### src/rtl/rom_port_responder.sv
// ============================================================================
// Module      : rom_port_responder
// Description : Responder side of the toggle req/ack port handshake; performs
//               one wait-stated memory access per request toggle, then acks.
//               Optional macro RPR_REQ_SYNC_EN adds a 2-flop port_req sync.
// Revision    : 1.0 - initial release
// ============================================================================
`default_nettype none

module rom_port_responder #(
    parameter int AW      = 23,
    parameter int DW      = 16,
    parameter int TIMEOUT = 255
) (
    input  logic            clk_sys,
    input  logic            reset_n,
    input  logic            port_req,
    output logic            port_ack,
    input  logic [AW-1:0]   port_a,
    input  logic [DW/8-1:0] port_ds,
    input  logic            port_we,
    input  logic [DW-1:0]   port_d,
    output logic [DW-1:0]   port_q,
    output logic            busy,
    output logic            err,
    input  logic            err_clr,
    output logic            mem_cs,
    output logic            mem_we,
    output logic [DW/8-1:0] mem_be,
    output logic [AW-1:0]   mem_addr,
    output logic [DW-1:0]   mem_wdata,
    input  logic [DW-1:0]   mem_rdata,
    input  logic            mem_rdy
);

    localparam int         c_bw     = DW / 8;
    localparam int         c_cw     = (TIMEOUT > 0) ? $clog2(TIMEOUT + 1) : 1;
    localparam bit         c_tmo_en = (TIMEOUT != 0);
    localparam logic [c_cw-1:0] c_tmo_last = c_cw'(TIMEOUT - 1);

    localparam logic [1:0] c_st_idle   = 2'd0;
    localparam logic [1:0] c_st_access = 2'd1;
    localparam logic [1:0] c_st_nullop = 2'd2;

    logic [1:0]      r_state;
    logic [1:0]      w_state_nxt;
    logic            r_req_seen;
    logic [c_cw-1:0] r_cnt;
    logic            r_we;
    logic [c_bw-1:0] r_be;
    logic [AW-1:0]   r_addr;
    logic [DW-1:0]   r_wdata;
    logic            w_req;
    logic            w_start;
    logic            w_tmo;
    logic            w_acc_end;
    logic            w_done;
    logic [DW-1:0]   w_rd_merge;

`ifdef RPR_REQ_SYNC_EN
    // Two-flop synchronizer for an initiator in a foreign clock domain.
    logic [1:0] r_req_sync;

    always_ff @(posedge clk_sys or negedge reset_n) begin
        if (!reset_n) begin
            r_req_sync <= 2'b00;
        end else begin
            r_req_sync <= {r_req_sync[0], port_req};
        end
    end

    assign w_req = r_req_sync[1];
`else
    assign w_req = port_req;
`endif

    assign w_start   = (r_state == c_st_idle) && (w_req != r_req_seen);
    assign w_tmo     = c_tmo_en && !mem_rdy && (r_cnt == c_tmo_last);
    assign w_acc_end = (r_state == c_st_access) && (mem_rdy || w_tmo);
    assign w_done    = w_acc_end || (r_state == c_st_nullop);

    // Only strobed bytes take new read data; the rest keep the previous value.
    genvar g;
    generate
        for (g = 0; g < c_bw; g++) begin : g_byte_merge
            assign w_rd_merge[g*8 +: 8] = r_be[g] ? mem_rdata[g*8 +: 8]
                                                  : port_q[g*8 +: 8];
        end
    endgenerate

    always_ff @(posedge clk_sys or negedge reset_n) begin
        if (!reset_n) begin
            r_state <= c_st_idle;
        end else begin
            r_state <= w_state_nxt;
        end
    end

    always_comb begin
        w_state_nxt = r_state;
        case (r_state)
            c_st_idle: begin
                if (w_start) begin
                    w_state_nxt = (port_ds == '0) ? c_st_nullop : c_st_access;
                end
            end
            c_st_access: begin
                if (mem_rdy || w_tmo) begin
                    w_state_nxt = c_st_idle;
                end
            end
            c_st_nullop: w_state_nxt = c_st_idle;
            default:     w_state_nxt = c_st_idle;
        endcase
    end

    always_comb begin
        busy   = (r_state != c_st_idle);
        mem_cs = (r_state == c_st_access);
    end

    always_ff @(posedge clk_sys or negedge reset_n) begin
        if (!reset_n) begin
            r_req_seen <= 1'b0;
            r_cnt      <= '0;
            r_we       <= 1'b0;
            r_be       <= '0;
            r_addr     <= '0;
            r_wdata    <= '0;
            port_ack   <= 1'b0;
            port_q     <= '0;
            err        <= 1'b0;
        end else begin
            if (w_start) begin
                r_req_seen <= w_req;
                r_we       <= port_we;
                r_be       <= port_ds;
                r_addr     <= port_a;
                r_wdata    <= port_d;
                r_cnt      <= '0;
            end else if ((r_state == c_st_access) && !w_acc_end) begin
                r_cnt <= r_cnt + 1'b1;
            end

            if ((r_state == c_st_access) && mem_rdy && !r_we) begin
                port_q <= w_rd_merge;
            end

            if (w_done) begin
                port_ack <= r_req_seen;
            end

            // A timeout on the same edge as err_clr leaves the flag set.
            if ((r_state == c_st_access) && w_tmo) begin
                err <= 1'b1;
            end else if (err_clr) begin
                err <= 1'b0;
            end
        end
    end

    assign mem_we    = r_we;
    assign mem_be    = r_be;
    assign mem_addr  = r_addr;
    assign mem_wdata = r_wdata;

endmodule

`default_nettype wire

### config.mk
export PLATFORM = sky130hd
export DESIGN_NAME = rom_port_responder
export DESIGN_NICKNAME = d
export VERILOG_FILES = /design/src/rtl/rom_port_responder.sv
export SDC_FILE = /design/constraint.sdc
export NUM_CORES = 1
export LEC_CHECK = 0
export BUFFER_PORTS_ARGS = -buffer_cell sky130_fd_sc_hd__buf_2
export CORE_UTILIZATION = 51
export DETAILED_ROUTE_END_ITERATION = 10
export PLACE_DENSITY = 0.94
export SLEW_MARGIN = 20
export SYNTH_ARGS = -nofsm -noshare
export SYNTH_HDL_FRONTEND = slang
export SYNTH_SLANG_ARGS = --single-unit
### constraint.sdc
create_clock -name clk_sys -period 2.4 [get_ports clk_sys]
set_input_delay 0.36 -clock clk_sys [delete_from_list [all_inputs] [get_ports clk_sys]]
set_output_delay 0.36 -clock clk_sys [all_outputs]
set_load 0.02 [all_outputs]
### After elaboration in Yosys (flattened, before gate mapping)

Index checks and enable logic that the tools add are counted.

* register bits: 71
* bits of input ports: 63
* output and inout bits: 62
* logic and storage cells: 46

* add/sub/neg operators: 1
* equality and inequality tests: 6
* multiplexer cells: 8
* reduce and logical (&&, ||, !) cells: 20

Operators with widths (number)
* 8-bit two-way mux: 2
* 8-bit by 1-bit adder with 8-bit output, second input constant: 1
* 8-bit equality test, second input constant: 1
* 1-bit logical AND: 7
* 2-bit two-way mux: 3
* 2-bit AND reduction: 3
* 2-bit nonzero test: 3
* 2-bit logical NOT: 2
* 2-bit one-hot mux with 2 select lines: 1
* 1-bit logical NOT: 3
* 2-bit by 1-bit equality test with 1-bit output, second input constant: 1
* 2-bit equality test, second input constant: 1
* 1-bit logical OR: 2
* 1-bit two-way mux: 2
* 2-bit by 1-bit inequality test with 1-bit output, second input constant: 1
* 2-bit inequality test, second input constant: 1
* 1-bit inequality test: 1

### Depth between registers and ports, before layout

* word-level depth: 8
* mapped depth: 7

### Least setup slack after synthesis

No wires, ideal clock.

* kind: reg2reg
* start: reg r_state[1]
* end: reg port_q[0]
* arrival time: 1.383 ns
* required time: 2.275 ns
* setup slack: 0.892 ns
* stages on the path, launching flop included: 5
* buffers on the path: 0
* clock period less this slack: 1.508 ns
* cell sequence: dfrtp_1 and2b_1 and3b_4 nand2_4 mux2_2

* longest elaborated chain between the ends: 4

Ends and longest elaborated chain
* from (decl): line 45 `logic [1:0] r_state;`
* from (signal assigned): line 93 `r_state <= c_st_idle;`
* from (signal assigned): line 95 `r_state <= w_state_nxt;`
* 2-bit by 1-bit equality test with 1-bit output
* net mem_cs: line 27 `output logic mem_cs,`
* 1-bit logical AND (2 in a row): line 145 `if ((r_state == c_st_access) && mem_rdy && !r_we) begin`
* 2-bit AND reduction (no source line)
* to (signal assigned): line 146 `port_q <= w_rd_merge;`
* to (decl): line 23 `output logic [DW-1:0] port_q,`

The timed path passes the listed nets, and every way through them passes these cells.
A chain may end at the register's enable or synchronous reset.

### Final worst setup path

* start: reg r_cnt[0]
* end: reg r_cnt[6]

* longest elaborated chain between the ends: 7
* elaborated cells on any way between the ends: 10
* those cells by class: add/sub: 1; eq/ne: 1; mux: 2; reduce/logical: 6

Ends and longest elaborated chain
* from (decl): line 48 `logic [c_cw-1:0] r_cnt;`
* from (signal assigned): line 142 `r_cnt <= r_cnt + 1'b1;`
* parallel branches: the longest is 7 deep, another holds 8-bit by 1-bit adder with 8-bit output

Parallel ways; which one is timed is not known. The select of a mux whose other input is x is not followed.

==> metrics.yaml <==
logic_synthesis:
  syn_inst: 193
  synthDistinctLibCells: 32
  synth_ff_type: "dfrtp_1"
  yosys_warnings: 0
  synth_nets: 258
  seq_area_frac_synth: 0.584
  ys_ff_latch: 71
  synthArstFlopShare: 1.00
  ys_top_cells_by_area: "dfrtp_1, mux2_4, mux2_2"
  netlist_area_um2: 3040
  avgSynthCellArea_um2: 15.8
  synth_top_area_cell: "dfrtp_1"
  synth_top_area_frac: 0.584
  synth_edf_count: 0
worst_setup_path:
  critPathMaxFanout: 11
  path_cells: "inv_1 -> ha_1 -> nand3_1 -> o21ai_1 -> o311ai_0 -> o41ai_1"
  cp.required_ns: 2.61
  worstPathArrival_ns: 1.94
  path_class: "flip-flop to flip-flop"
  cp-end-kind: "flip-flop"
  crit_buf_inv: 1
  cpMaxStageDelayCell: "o21ai_1"
  max_stage_delay_ns: 0.54
  rr_startpoint: "r_cnt[0]$_DFFE_PN0P_"
  crit_path_start: "r_cnt[0]$_DFFE_PN0P_"
  start_kind: "flip-flop"
  cpLargestDelayFamily: "compound AO/OA/AOI/OAI gates"
die:
  dieArea_um2: 6270
  die_h_um: 79.2
  rows: 27
  ios: 125
  fp.dieW_um: 79.2
  coreArea_um2: 5640
  start_util: 0.539
global_routing:
  overflow: 0
  grt_max_degree: 51
  first_global_vias: 2094
  antenna_found_initial: 0
  grt_pass1_wl_mm: 9.44
  track_usage: 0.199
clock_network:
  worstSkewPairLatency_ns: 0.33
  htreeDepth: 3
  cts_tree: "yes"
  cts.clk_slew.worst_paths_ns: 0.08
  clock_sinks: 71
  clockRootBuffer: "clkbuf_8"
  ctsResizeCount: 0
  cts_hold_buf: 0
  clockBufferDepth: 2
  cts-buffers-inserted: 9
  cts_setup_buffers: 0
timing:
  fin_crit_sh: 0.722
  period_minus_slack_ns: 1.73
  slew_headroom: 0.556
  hold_viol: 0
  skew_ns: 0.00652
  final_max_slew_viol_count: 0
  tightest_slew_ns: 0.661
  rsz0062_at_grt: "false"
  setup_tns_ns: 0
  setup_viol: 0
  setup_ws_ns: 0.668
  fmax_mhz: 577
final_layout:
  syn_to_final_growth_pct: 29.6
  fin_cells: 400
  nets: 389
  antenna-diode-count: 0
  drive_gt1_frac: 0.634
pwr:
  finalPower_w: 0.00587
  vdd_ir_drop_max_mv: 0.960
  power.leakage_nw: 2.07
  powerDensity_nw_per_um2: 1490
placement:
  post-place-ws_ns: 0.687
  hpwl_mm: 4.37
  dp.cells: 385
  gp_congestion: 0.762
  numPortBuffers: 124
detailed_routing:
  ant_nets: 0
  drt_iter0_drc: 51
  viasPerCell: 5.12
  wl_mm: 5.98
  vias: 2047
  drc: 0
  wl_per_cell_um: 15.0
  drtPass1Iterations: 4
status:
  outcome: "complete, no violations"
hold_path:
  hold_class: "input port to asynchronous set/reset pin"
flow_run:
  maxCapViolCount: 0
==> cells by family after synthesis <==
| logic type | after synthesis | share of synthesized area |
|---|---|---|
| xor gates and xnor gates | 3 | 0.00864 |
| muxes | 59 | 0.270 |
| DFF | 71 | 0.584 |
| and+or+nand+nor | 29 | 0.0621 |
| buffers and inverters | 10 | 0.0251 |
| adders and majority gates | 2 | 0.00823 |
| AOI/OAI and AO/OA | 19 | 0.0412 |
==> flip-flops by register name, indices dropped and copies added, names as in the netlist <==
| name | count |
|---|---|
| mem_addr | 23 |
| mem_wdata | 16 |
| port_q | 16 |
| r_cnt | 8 |
| mem_be | 2 |
| r_state | 2 |
| err | 1 |
| mem_we | 1 |
| port_ack | 1 |
| r_req_seen | 1 |
==> Yosys cell counts, types with 2 or more instances <==
cell type and count:
a21oi_1 4, and3_1 3, buf_6 5, dfrtp_1 71, ha_1 2, inv_1 4, mux2_2 17, mux2_4 42
nand2_1 5, nand2_4 2, nand3_1 7, nand4_1 2, o211ai_1 4, o21ai_0 4, o31ai_1 2, xor2_1 3
==> cell usage in the layout, fill, tap and decap left out, drive strengths merged, types with 2 or more instances in the layout <==
| cell type | n |
|---|---|
| xor2 | 3 |
| o21ai | 5 |
| mux2 | 59 |
| a21oi | 4 |
| ha | 2 |
| bufinv | 2 |
| nand2 | 8 |
| and3 | 3 |
| dfrtp | 71 |
| nand3 | 7 |
| nor2 | 2 |
| clkbuf | 9 |
| o31ai | 2 |
| inv | 4 |
| buf | 126 |
| clkinv | 3 |
| nand4 | 2 |
| o211ai | 4 |
==> path summary, 6_finish.rpt <==
check / cells past startpoint / end / slack (ns)
max: 6 / r_cnt[6]$_DFFE_PN0P_ / 0.67
min: 1 / mem_addr[16]$_DFFE_PN0P_ / 0.05
max reg2reg: 6 / r_cnt[6]$_DFFE_PN0P_ / 0.67
min reg2reg: 1 / port_q[3]$_DFFE_PN0P_ / 0.50
max in group asynchronous: 2 / err$_DFFE_PN0P_ / 1.70
min in group clk_sys: 2 / r_state[1]$_DFFE_PN0P_ / 0.23
==> layer usage <==
layer / track usage / vias to the layer above / wire length [um]
met5: 0 / - / 0
li1: - / 951 / -
met2: 0.323 / 84 / 3060
met3: 0.0575 / 6 / 333
met4: 0.0782 / 0 / 59
met1: 0.250 / 1006 / 2530
==> worst reg2reg max path, stage by stage (launching register included) <==
cell and delay (ns):
dfrtp_1 0.42, inv_1 0.07, ha_1 0.17, nand3_1 0.08, o21ai_1 0.54, o311ai_0 0.23, o41ai_1 0.10
==> report_power, final <==
group	leakage (nW)	total [W]	switching, W	internal, W
Clock	0.105	0.000994	0.000417	0.000577
Sequential	0.860	0.00207	0.000322	0.00174
Combinational	1.10	0.00281	0.00144	0.00137
Total	2.07	0.00587	0.00218	0.00369
==> layout make-up <==
cell class | instances | area, um^2
clock inverters | 6 | 86.3
inverters | 4 | 15.0
clock buffers | 9 | 124
flip-flops and latches | 71 | 1780
fillers | 394 | 1700
multi-input cells | 112 | 1190
well taps | 72 | 90.1
repair buffers | 126 | 661
==> metrics by stage <==
stage | instance area, um^2 | hold WS (ns) | util
floorplan | 3040 | 0.0644 | -
global placement | 3730 | 0.412 | 0.661
detailed placement | 3730 | 0.421 | 0.661
CTS | 3940 | 0.0497 | 0.698
global route | 3940 | 0.0768 | 0.698
finish | 3940 | 0.0485 | 0.698
No activity file was read; power rests on OpenSTA's default activity.
